## config.mk

```make
export PLATFORM = sky130hd
export DESIGN_NAME = fb_pixel_writer
export DESIGN_NICKNAME = d
export VERILOG_FILES = /design/src/rtl/fb_pixel_writer.sv
export SDC_FILE = /design/constraint.sdc
export NUM_CORES = 1
export LEC_CHECK = 0
export CAP_MARGIN = 15
export CORE_AREA = 2 2 168 170
export CTS_CLUSTER_DIAMETER = 150
export DETAILED_ROUTE_END_ITERATION = 10
export DIE_AREA = 0 0 170 172
export GPL_ROUTABILITY_DRIVEN = 0
export GPL_TIMING_DRIVEN = 0
export PLACE_DENSITY = 0.81
export SLEW_MARGIN = 20
export SYNTH_ARGS = -nofsm -noshare
export SYNTH_HDL_FRONTEND = slang
export SYNTH_SLANG_ARGS = --single-unit
```

## constraint.sdc

```tcl
create_clock -name clock -period 4.5 [get_ports clock]
set_input_delay 0.675 -clock clock [delete_from_list [all_inputs] [get_ports clock]]
set_output_delay 0.675 -clock clock [all_outputs]
set_load 0.1 [all_outputs]
```

## src/rtl/fb_pixel_writer.sv

```systemverilog
// fb_pixel_writer
// Pixel write master for the 16-bit SRAM path. It buffers rasterized pixel
// writes (x, y, colour) in a small FIFO, turns each coordinate into a
// framebuffer byte address and issues 32-bit Avalon-MM writes to the 32->16
// bus adapter, honouring its waitrequest.
//
// Optional feature macro: FB_CLEAR_EN adds the full-screen clear engine
// (clear_start / clear_color ports and the CLEAR state).
//
// Ports:
//   clock, reset          system clock (rising edge), async active-low reset
//   pix_valid/pix_ready   pixel request handshake
//   pix_x, pix_y          pixel column / row
//   pix_color             32-bit pixel colour
//   fb_base               framebuffer base byte address (quasi-static)
//   master_*              Avalon-MM write master towards the bus adapter
//   clear_start           one-cycle clear request (FB_CLEAR_EN only)
//   clear_color           clear colour, sampled with clear_start (FB_CLEAR_EN only)
//   busy                  work pending or in flight
//   drop_count            saturating count of discarded out-of-range pixels
//
// state | meaning
// IDLE  | no write on the bus; waiting for a FIFO entry or a pending clear
// WRITE | pixel write on the bus; FIFO head is the entry in flight
// CLEAR | clear engine sweeping the whole frame (FB_CLEAR_EN only)
module fb_pixel_writer #(
    parameter int unsigned FIFO_DEPTH = 4,
    parameter int unsigned H_RES      = 640,
    parameter int unsigned V_RES      = 480,
    parameter int unsigned ADDR_W     = 26
) (
    input  logic              clock,
    input  logic              reset,
    input  logic              pix_valid,
    output logic              pix_ready,
    input  logic [9:0]        pix_x,
    input  logic [8:0]        pix_y,
    input  logic [31:0]       pix_color,
    input  logic [ADDR_W-1:0] fb_base,
    output logic [ADDR_W-1:0] master_address,
    output logic              master_write,
    output logic [31:0]       master_writedata,
    input  logic              master_waitrequest,
`ifdef FB_CLEAR_EN
    input  logic              clear_start,
    input  logic [31:0]       clear_color,
`endif
    output logic              busy,
    output logic [15:0]       drop_count
);

    localparam int PTR_W   = $clog2(FIFO_DEPTH);
    localparam int CNT_W   = PTR_W + 1;
    localparam int ENTRY_W = ADDR_W + 32;

`ifdef FB_CLEAR_EN
    typedef enum logic [1:0] {IDLE = 2'd0, WRITE = 2'd1, CLEAR = 2'd2} state_t;
`else
    typedef enum logic [1:0] {IDLE = 2'd0, WRITE = 2'd1} state_t;
`endif

    state_t             state_q, state_d;
    logic [ENTRY_W-1:0] fifo_mem [FIFO_DEPTH];
    logic [PTR_W-1:0]   wr_ptr, rd_ptr, nxt_ptr;
    logic [CNT_W-1:0]   fifo_count;
    logic               fifo_empty, fifo_full, fifo_push, fifo_pop;
    logic               push_accept, in_range;
    logic [31:0]        pix_linear;
    logic [ADDR_W-1:0]  push_addr;
    logic               clear_pending, in_clear;
    logic [ADDR_W-1:0]  addr_d;
    logic [31:0]        data_d;
    logic               write_d;

    assign fifo_empty = (fifo_count == '0);
    assign fifo_full  = (fifo_count == CNT_W'(FIFO_DEPTH));
    assign nxt_ptr    = rd_ptr + 1'b1;

    // Gating with reset keeps ready low while reset is held even though
    // all state registers already read as empty.
    assign pix_ready   = reset & ~fifo_full & ~clear_pending & ~in_clear;
    assign push_accept = pix_valid & pix_ready;
    assign in_range    = (32'(pix_x) < H_RES) && (32'(pix_y) < V_RES);
    assign fifo_push   = push_accept & in_range;
    assign pix_linear  = 32'(pix_y) * H_RES + 32'(pix_x);
    assign push_addr   = fb_base + ADDR_W'(pix_linear << 2);

    assign busy = (state_q != IDLE) | ~fifo_empty | clear_pending;

    always_ff @(posedge clock) begin
        if (fifo_push) begin
            fifo_mem[wr_ptr] <= {push_addr, pix_color};
        end
    end

    always_ff @(posedge clock or negedge reset) begin
        if (!reset) begin
            wr_ptr     <= '0;
            rd_ptr     <= '0;
            fifo_count <= '0;
            drop_count <= '0;
        end else begin
            if (fifo_push) wr_ptr <= wr_ptr + 1'b1;
            if (fifo_pop)  rd_ptr <= nxt_ptr;
            case ({fifo_push, fifo_pop})
                2'b10:   fifo_count <= fifo_count + 1'b1;
                2'b01:   fifo_count <= fifo_count - 1'b1;
                default: ;
            endcase
            if (push_accept && !in_range && drop_count != 16'hFFFF) begin
                drop_count <= drop_count + 16'd1;
            end
        end
    end

`ifdef FB_CLEAR_EN
    localparam int unsigned PIX_TOTAL = H_RES * V_RES;
    localparam int          CLR_W     = $clog2(PIX_TOTAL + 1);

    // Remaining clear writes, counting down to the terminal value 1.
    logic [CLR_W-1:0]  clr_left_q, clr_left_d;
    logic [31:0]       clear_color_q;
    logic [ADDR_W-1:0] clear_base_q;
    logic              clear_pending_q, clear_done;

    assign clear_pending = clear_pending_q;
    assign in_clear      = (state_q == CLEAR);

    always_ff @(posedge clock or negedge reset) begin
        if (!reset) begin
            clr_left_q      <= '0;
            clear_color_q   <= '0;
            clear_base_q    <= '0;
            clear_pending_q <= 1'b0;
        end else begin
            clr_left_q <= clr_left_d;
            if (clear_done) begin
                clear_pending_q <= 1'b0;
            end else if (clear_start && !clear_pending_q && !in_clear) begin
                clear_pending_q <= 1'b1;
                clear_color_q   <= clear_color;
                clear_base_q    <= fb_base;
            end
        end
    end
`else
    assign clear_pending = 1'b0;
    assign in_clear      = 1'b0;
`endif

    always_comb begin
        state_d  = state_q;
        addr_d   = master_address;
        data_d   = master_writedata;
        write_d  = master_write;
        fifo_pop = 1'b0;
`ifdef FB_CLEAR_EN
        clr_left_d = clr_left_q;
        clear_done = 1'b0;
`endif
        case (state_q)
            IDLE: begin
`ifdef FB_CLEAR_EN
                // Queued pixels drain before the clear sweep starts.
                if (clear_pending_q && fifo_empty) begin
                    addr_d     = clear_base_q;
                    data_d     = clear_color_q;
                    write_d    = 1'b1;
                    clr_left_d = CLR_W'(PIX_TOTAL);
                    state_d    = CLEAR;
                end else
`endif
                if (!fifo_empty) begin
                    {addr_d, data_d} = fifo_mem[rd_ptr];
                    write_d          = 1'b1;
                    state_d          = WRITE;
                end
            end
            WRITE: begin
                if (!master_waitrequest) begin
                    fifo_pop = 1'b1;
                    // The head is the write just completed; chain the next
                    // entry only if it was already present before this pop.
                    if (fifo_count > CNT_W'(1)) begin
                        {addr_d, data_d} = fifo_mem[nxt_ptr];
                    end else begin
                        write_d = 1'b0;
                        state_d = IDLE;
                    end
                end
            end
`ifdef FB_CLEAR_EN
            CLEAR: begin
                if (!master_waitrequest) begin
                    if (clr_left_q == CLR_W'(1)) begin
                        write_d    = 1'b0;
                        clear_done = 1'b1;
                        state_d    = IDLE;
                    end else begin
                        addr_d     = master_address + ADDR_W'(4);
                        clr_left_d = clr_left_q - 1'b1;
                    end
                end
            end
`endif
            default: begin
                write_d = 1'b0;
                state_d = IDLE;
            end
        endcase
    end

    always_ff @(posedge clock or negedge reset) begin
        if (!reset) begin
            state_q          <= IDLE;
            master_address   <= '0;
            master_writedata <= '0;
            master_write     <= 1'b0;
        end else begin
            state_q          <= state_d;
            master_address   <= addr_d;
            master_writedata <= data_d;
            master_write     <= write_d;
        end
    end

endmodule

```

==> out/results.tsv, run 1 <==
metric	value	unit
outcome	finished clean	
synth.distinct_cells	58	
cts.clk_slew.worst_paths	0.06	ns
reg2reg_setup_slack	1.14	ns
grtUsageTotal	25.02	%
switching_power	6254	uW
clk_latency	0.55	ns
cp-startpoint	pix_y[3]	
rr_worst_depth	8	
antenna_left	0	
num_io_pins	158	
nFillCells	1899	
hp-class	in -> async	
fmax	234.5	MHz
final-hold-violation-count	0	
r2r_end	fifo_mem[3][13]	
drc	0	
initial_core_util	54.03	%
synth_area_leader_cell	edfxtp_1	
synthTopCellsByArea	edfxtp_1 (47%), dfrtp_1 (14%), o221ai_1 (6.8%), mux2_2 (4.6%), ha_1 (4.0%)	
cp_top_family	adder cells	
min_period	4.264	ns
firstDrtPassIters	5	
dieArea	29240	sq um
grt_pass1_vias	11290	
hold_buffers	0	
rows	61	
crit_arrival	4.57	ns
cts.sinks	314	
syn_nets	1279	
dp_hpwl	24920	um
die_h	172	um
wire_per_inst	21.43	um
power_density	745.8	nW/um^2
switching_share	46.04	%
drtIter0Drc	1077	
synth_edf_count	232	
syn_inst	1147	
ys_warn_count	0	
synth_top_area_share	46.92	%
vias	11040	
via_per_inst	6.414	
diodes	0	
rr_startpoint	fifo_count[0]	
synthToLayoutAreaGrowth	22.68	%
p_comb_share	52.0	%
numCtsBuffers	31	
period_share	94.77	%
die_x	170	um
synthTopCellsByCount	edfxtp_1 (232), o221ai_1 (116), nand2_1 (93)	
ys_async_sr_fraction	26.11	%
critPathMaxStageDelay	0.56	ns
drive_above_1_share	12.80	%
syn-cell-area	14850	sq um
nets	1483	
multi_input_area	5474	sq um
clkPwrFrac	18.7	%
cp_common_cell	ha_1	
cp_slowest_cell	fa_2	
tightest_slew	1.082	ns
grt_pass1_wl	57790	um
synth_most_common_cell	edfxtp_1	
p_leak	0.006589	uW
setup_tns	0	ns
final_cells	1721	
seqCellArea	9019	sq um
rsz0062_at_grt	false	
finalSetupViolCount	0	
path_cells	clkdlybuf4s50_1, ha_1, ha_1, fa_2, nand2_1, nor2_1, and3_1, xor2_1, ha_1, nand2_1, a21oi_1, o311ai_0, a21oi_1, buf_4, nor3_1, xnor2_1	
ir_drop	0.4845	mV
finish.utilization	66.29	%
synth.avg_cell_area	12.94	sq um
synth_seq_cells	314	
crit_path_max_fanout	5	
cp-endpoint	fifo_mem[1][53]	
cp-start-kind	input pin	
fin_skew	0.01403	ns
crit_path_end_kind	register	
cts_htree_levels	1	
antenna_found_initial	0	
drv_slew	0	
dp_cells	1660	
seq_power_share	29.3	%
core_area	27480	sq um
criticalPathCategory	in -> reg	
ys.flop_type	edfxtp_1	
grt_overflow	0	
path_buf_inv	2	
clockBufferDepth	3	
cap_violations	0	
port_buffers	157	
cp.required	4.80	ns
ys_seq_area_share	60.74	%
cts_tree	done	
critical_path_depth	16	
p_int	7330	uW
slew_headroom	27.61	%
cts_root_buf	clkbuf_16	
wirelength	36870	um
grt_max_degree	53	
==> power by group through the flow <==
stage | combinational (uW) | clock [uW] | sequential [uW]
global route | 7490 | 2660 | 4030
CTS | 6990 | 2550 | 3980
finish | 7060 | 2550 | 3980
global placement | 6700 | 0 | 4030
detailed placement | 6920 | 0 | 4030
floorplan | 3040 | 0 | 6000
==> flip-flops by register name, indices dropped and copies added, names as in the netlist <==
name              cells
drop_count           16
fifo_count            3
fifo_mem            232
master_address       26
master_write          1
master_writedata     32
rd_ptr                2
wr_ptr                2
==> area by class of cell <==
cell class | instances | share of cell area [%]
well taps | 346 | 2.377
clock inverters | 16 | 0.8793
clock buffers | 41 | 4.630
inverters | 26 | 0.5358
repair buffers | 172 | 10.07
plain buffers | 82 | 1.937
flip-flops and latches | 314 | 49.52
multi-input cells | 724 | 30.05
==> worst min path at each step <==
stage	endpoint	slack, ns
after floorplan	drop_count[0]	0.38
after global placement	master_writedata[12]	0.46
after CTS	master_writedata[28]	0.19
after global routing	master_writedata[28]	0.23
after detailed placement	master_writedata[22]	0.47
final	master_writedata[28]	0.17
==> logic make-up (layout without fill, tap and decap cells) <==
group,count (synthesis),after routing,synth area share (%)
DFF,314,314,60.74
other,1,1,0.02526
buffers and inverters,109,337,3.059
xor gates and xnor gates,52,52,3.068
and+or+nand+nor,186,186,5.469
adders and majority gates,51,51,4.450
muxes,62,62,4.686
AOI/OAI and AO/OA,372,372,18.50
==> timing repair <==
action,in CTS,in global routing
buffers inserted,3,2
hold endpoints to repair,0,0
resized for setup,8,7
pin swaps,4,6
setup endpoints to repair,24,20
==> through the flow <==
step	instance area, sq um	total power [uW]	setup WS (ns)	hold slack (ns)
global placement	16860	10730	-5.307	0.4603
finish	18210	13580	0.2356	0.1708
global route	18210	14190	0.0009885	0.2310
detailed placement	17110	10950	-1.043	0.4711
CTS	18170	13510	0.02405	0.1879
floorplan	14850	9036	-0.4463	0.3794
==> worst reg2reg max path: stages, from the launching register on <==
cell,delay [ns]
dfrtp_1,0.44
inv_1,0.10
ha_1,0.24
a21bo_2,0.26
inv_1,0.09
nand4_1,0.61
nor2_4,0.84
buf_16,0.25
buf_12,0.21
==> cells in the final DEF, fill, tap and decap left out, types with 11 or more instances in the layout <==
cell / instances
edfxtp_1: 232
clkdlybuf4s50_1: 155
o221ai_1: 116
nand2_1: 93
dfrtp_1: 82
o21ai_0: 66
clkbuf_1: 60
mux2_2: 60
o22ai_1: 59
a22o_1: 58
ha_1: 46
nor2_1: 33
xnor2_1: 33
clkbuf_16: 31
inv_1: 24
a21oi_1: 24
buf_2: 19
xor2_1: 15
nand3_1: 13
nor3_1: 11
==> routing by layer <==
layer	global-route usage [%]	vias up	wire [um]
met4	8.250	0	971
met1	31.71	5408	14660
li1	-	4962	-
met3	3.571	101	3021
met2	44.51	568	18220
met5	0	-	0
Power figures use the tool's default switching activity.
==> run 2: changes to the inputs <==
==> constraint.sdc (replaced) <==
create_clock -name clock -period 4.5 [get_ports clock]
set_input_delay 0.9 -clock clock [delete_from_list [all_inputs] [get_ports clock]]
set_output_delay 0.9 -clock clock [all_outputs]
set_load 0.1 [all_outputs]
==> out/results.tsv, run 2 (synthesized netlist as in run 1, its figures left out) <==
metric	value	unit
grt_pass1_wl	58100	um
fmax	225.7	MHz
cp.required	4.80	ns
crit_path_max_fanout	7	
die_h	172	um
dp_hpwl	24950	um
switching_power	6297	uW
core_area	27480	sq um
firstDrtPassIters	6	
min_period	4.430	ns
cap_violations	0	
cts_tree	done	
slew_headroom	28.67	%
antenna_found_initial	0	
cts_root_buf	clkbuf_16	
fin_skew	0.01503	ns
grt_max_degree	48	
switching_share	46.33	%
seq_power_share	29.2	%
reg2reg_setup_slack	1.22	ns
largest_reg_flops	232	
criticalPathCategory	in -> reg	
cp-startpoint	pix_y[5]	
reg_top3	fifo_mem: 232 flops, master_writedata: 32 flops, master_address: 26 flops	
numCtsBuffers	31	
die_x	170	um
crit_path_end_kind	register	
period_share	98.45	%
drive_above_1_share	13.78	%
drv_slew	0	
hp-class	in -> async	
final_common_cell	edfxtp_1	
wirelength	37620	um
clockBufferDepth	3	
vias	11060	
place_ws	-0.9379	ns
p_int	7296	uW
initial_core_util	54.03	%
finish.utilization	66.91	%
critPathMaxStageDelay	0.52	ns
cts.sinks	314	
finalSetupViolCount	0	
r2r_end	fifo_mem[0][30]	
setup_tns	0	ns
grt_overflow	0	
cts.clk_slew.worst_paths	0.06	ns
path_cells	clkdlybuf4s50_1, ha_1, ha_2, a211oi_4, buf_4, buf_4, o21a_1, a211oi_2, nand2_1, nor2_2, xnor2_1, ha_2, nand2_1, o21ai_2, o41ai_4, o31ai_1, or3_4	
rows	61	
outcome	finished clean	
num_io_pins	158	
ir_drop	0.5382	mV
dieArea	29240	sq um
p_leak	0.006632	uW
grtUsageTotal	25.26	%
clk_latency	0.57	ns
regMostFlops	fifo_mem	
diodes	0	
rr_worst_depth	8	
drtIter0Drc	1171	
port_buffers	157	
place_area	17190	sq um
grt_pass1_vias	11150	
wire_per_inst	21.81	um
antenna_left	0	
synthToLayoutAreaGrowth	23.82	%
p_comb_share	52.5	%
power_density	739.4	nW/um^2
via_per_inst	6.412	
layout_common_cells	edfxtp_1 (232), clkdlybuf4s50_1 (152), o221ai_1 (116)	
cts_htree_levels	1	
hold_buffers	0	
cp-endpoint	fifo_mem[1][56]	
path_buf_inv	3	
cp_slowest_cell	clkdlybuf4s50_1	
drc	0	
holdWs	0.3182	ns
nets	1486	
tightest_slew	1.067	ns
fin_area	18380	sq um
rr_startpoint	fifo_count[0]	
clkPwrFrac	18.3	%
cp_top_family	compound AO/OA/AOI/OAI gates	
fin_ws	0.06977	ns
final-hold-violation-count	0	
cp-start-kind	input pin	
crit_arrival	4.73	ns
critical_path_depth	17	
[run 2: cell types whose count changed in the layout (fill, tap and decap cells not counted), sizes merged, moves of 2 or more]
cell / delta
buf: +3
clkbuf: +8
bufinv: -2
dlymetal6s2s: +2
clkdlybuf4s50: -3
clkinv: -6
[run 2: repair_timing]
action | 4_1_cts | 5_1_grt
endpoints found under the setup margin | 20 | 20
pin swaps | 3 | 15
buffers inserted | 3 | 4
gates resized for setup | 8 | 26
[run 2: final cells by class]
cell class                      count  area, sq um
Buffer                             82        352.8
Clock buffer                       49        893.4
Clock inverter                      9        80.08
Fill cell                        1934         9092
Inverter                           26        97.59
Multi-Input combinational cell    724         5593
Sequential cell                   314         9019
Tap cell                          346        432.9
Timing Repair Buffer              175         1916
[run 2: how the worst min path moves through the flow]
stage                           endpoint            startpoint  depth (start not counted)  slack [ns]
floorplan                  fifo_count[1]         fifo_count[1]                          2        0.48
finish              master_writedata[20]                 reset                          1        0.32
detailed placement  master_writedata[11]  master_writedata[11]                          2        0.47
CTS                            rd_ptr[1]                 reset                          1        0.33
global route        master_writedata[22]                 reset                          1        0.36
global placement    master_writedata[17]  master_writedata[17]                          2        0.46
[run 2: per-stage QoR]
stage | cells | total power [uW]
after floorplan | 1147 | 9040
after global placement | 1650 | 10760
after detailed placement | 1661 | 10990
after CTS | 1722 | 13500
after global routing | 1725 | 14170
final | 1725 | 13590
[run 2: power by group through the flow]
stage	registers, uW	logic, uW	clock network (uW)
2_1_floorplan	6000	3040	0
3_3_place_gp	4030	6730	0
3_5_place_dp	4030	6960	0
4_1_cts	3970	7030	2500
5_1_grt	4020	7540	2600
6_report	3970	7130	2490
[run 2: layer usage]
layer | vias up | part of all wire [%] | global-route usage, % | routed length, um
li1 | 4971 | - | - | -
met1 | 5434 | 40 | 32.70 | 15110
met2 | 573 | 49 | 43.58 | 18350
met3 | 83 | 8.2 | 4.120 | 3080
met4 | 0 | 2.9 | 8.696 | 1084
met5 | - | 0 | 0 | 0
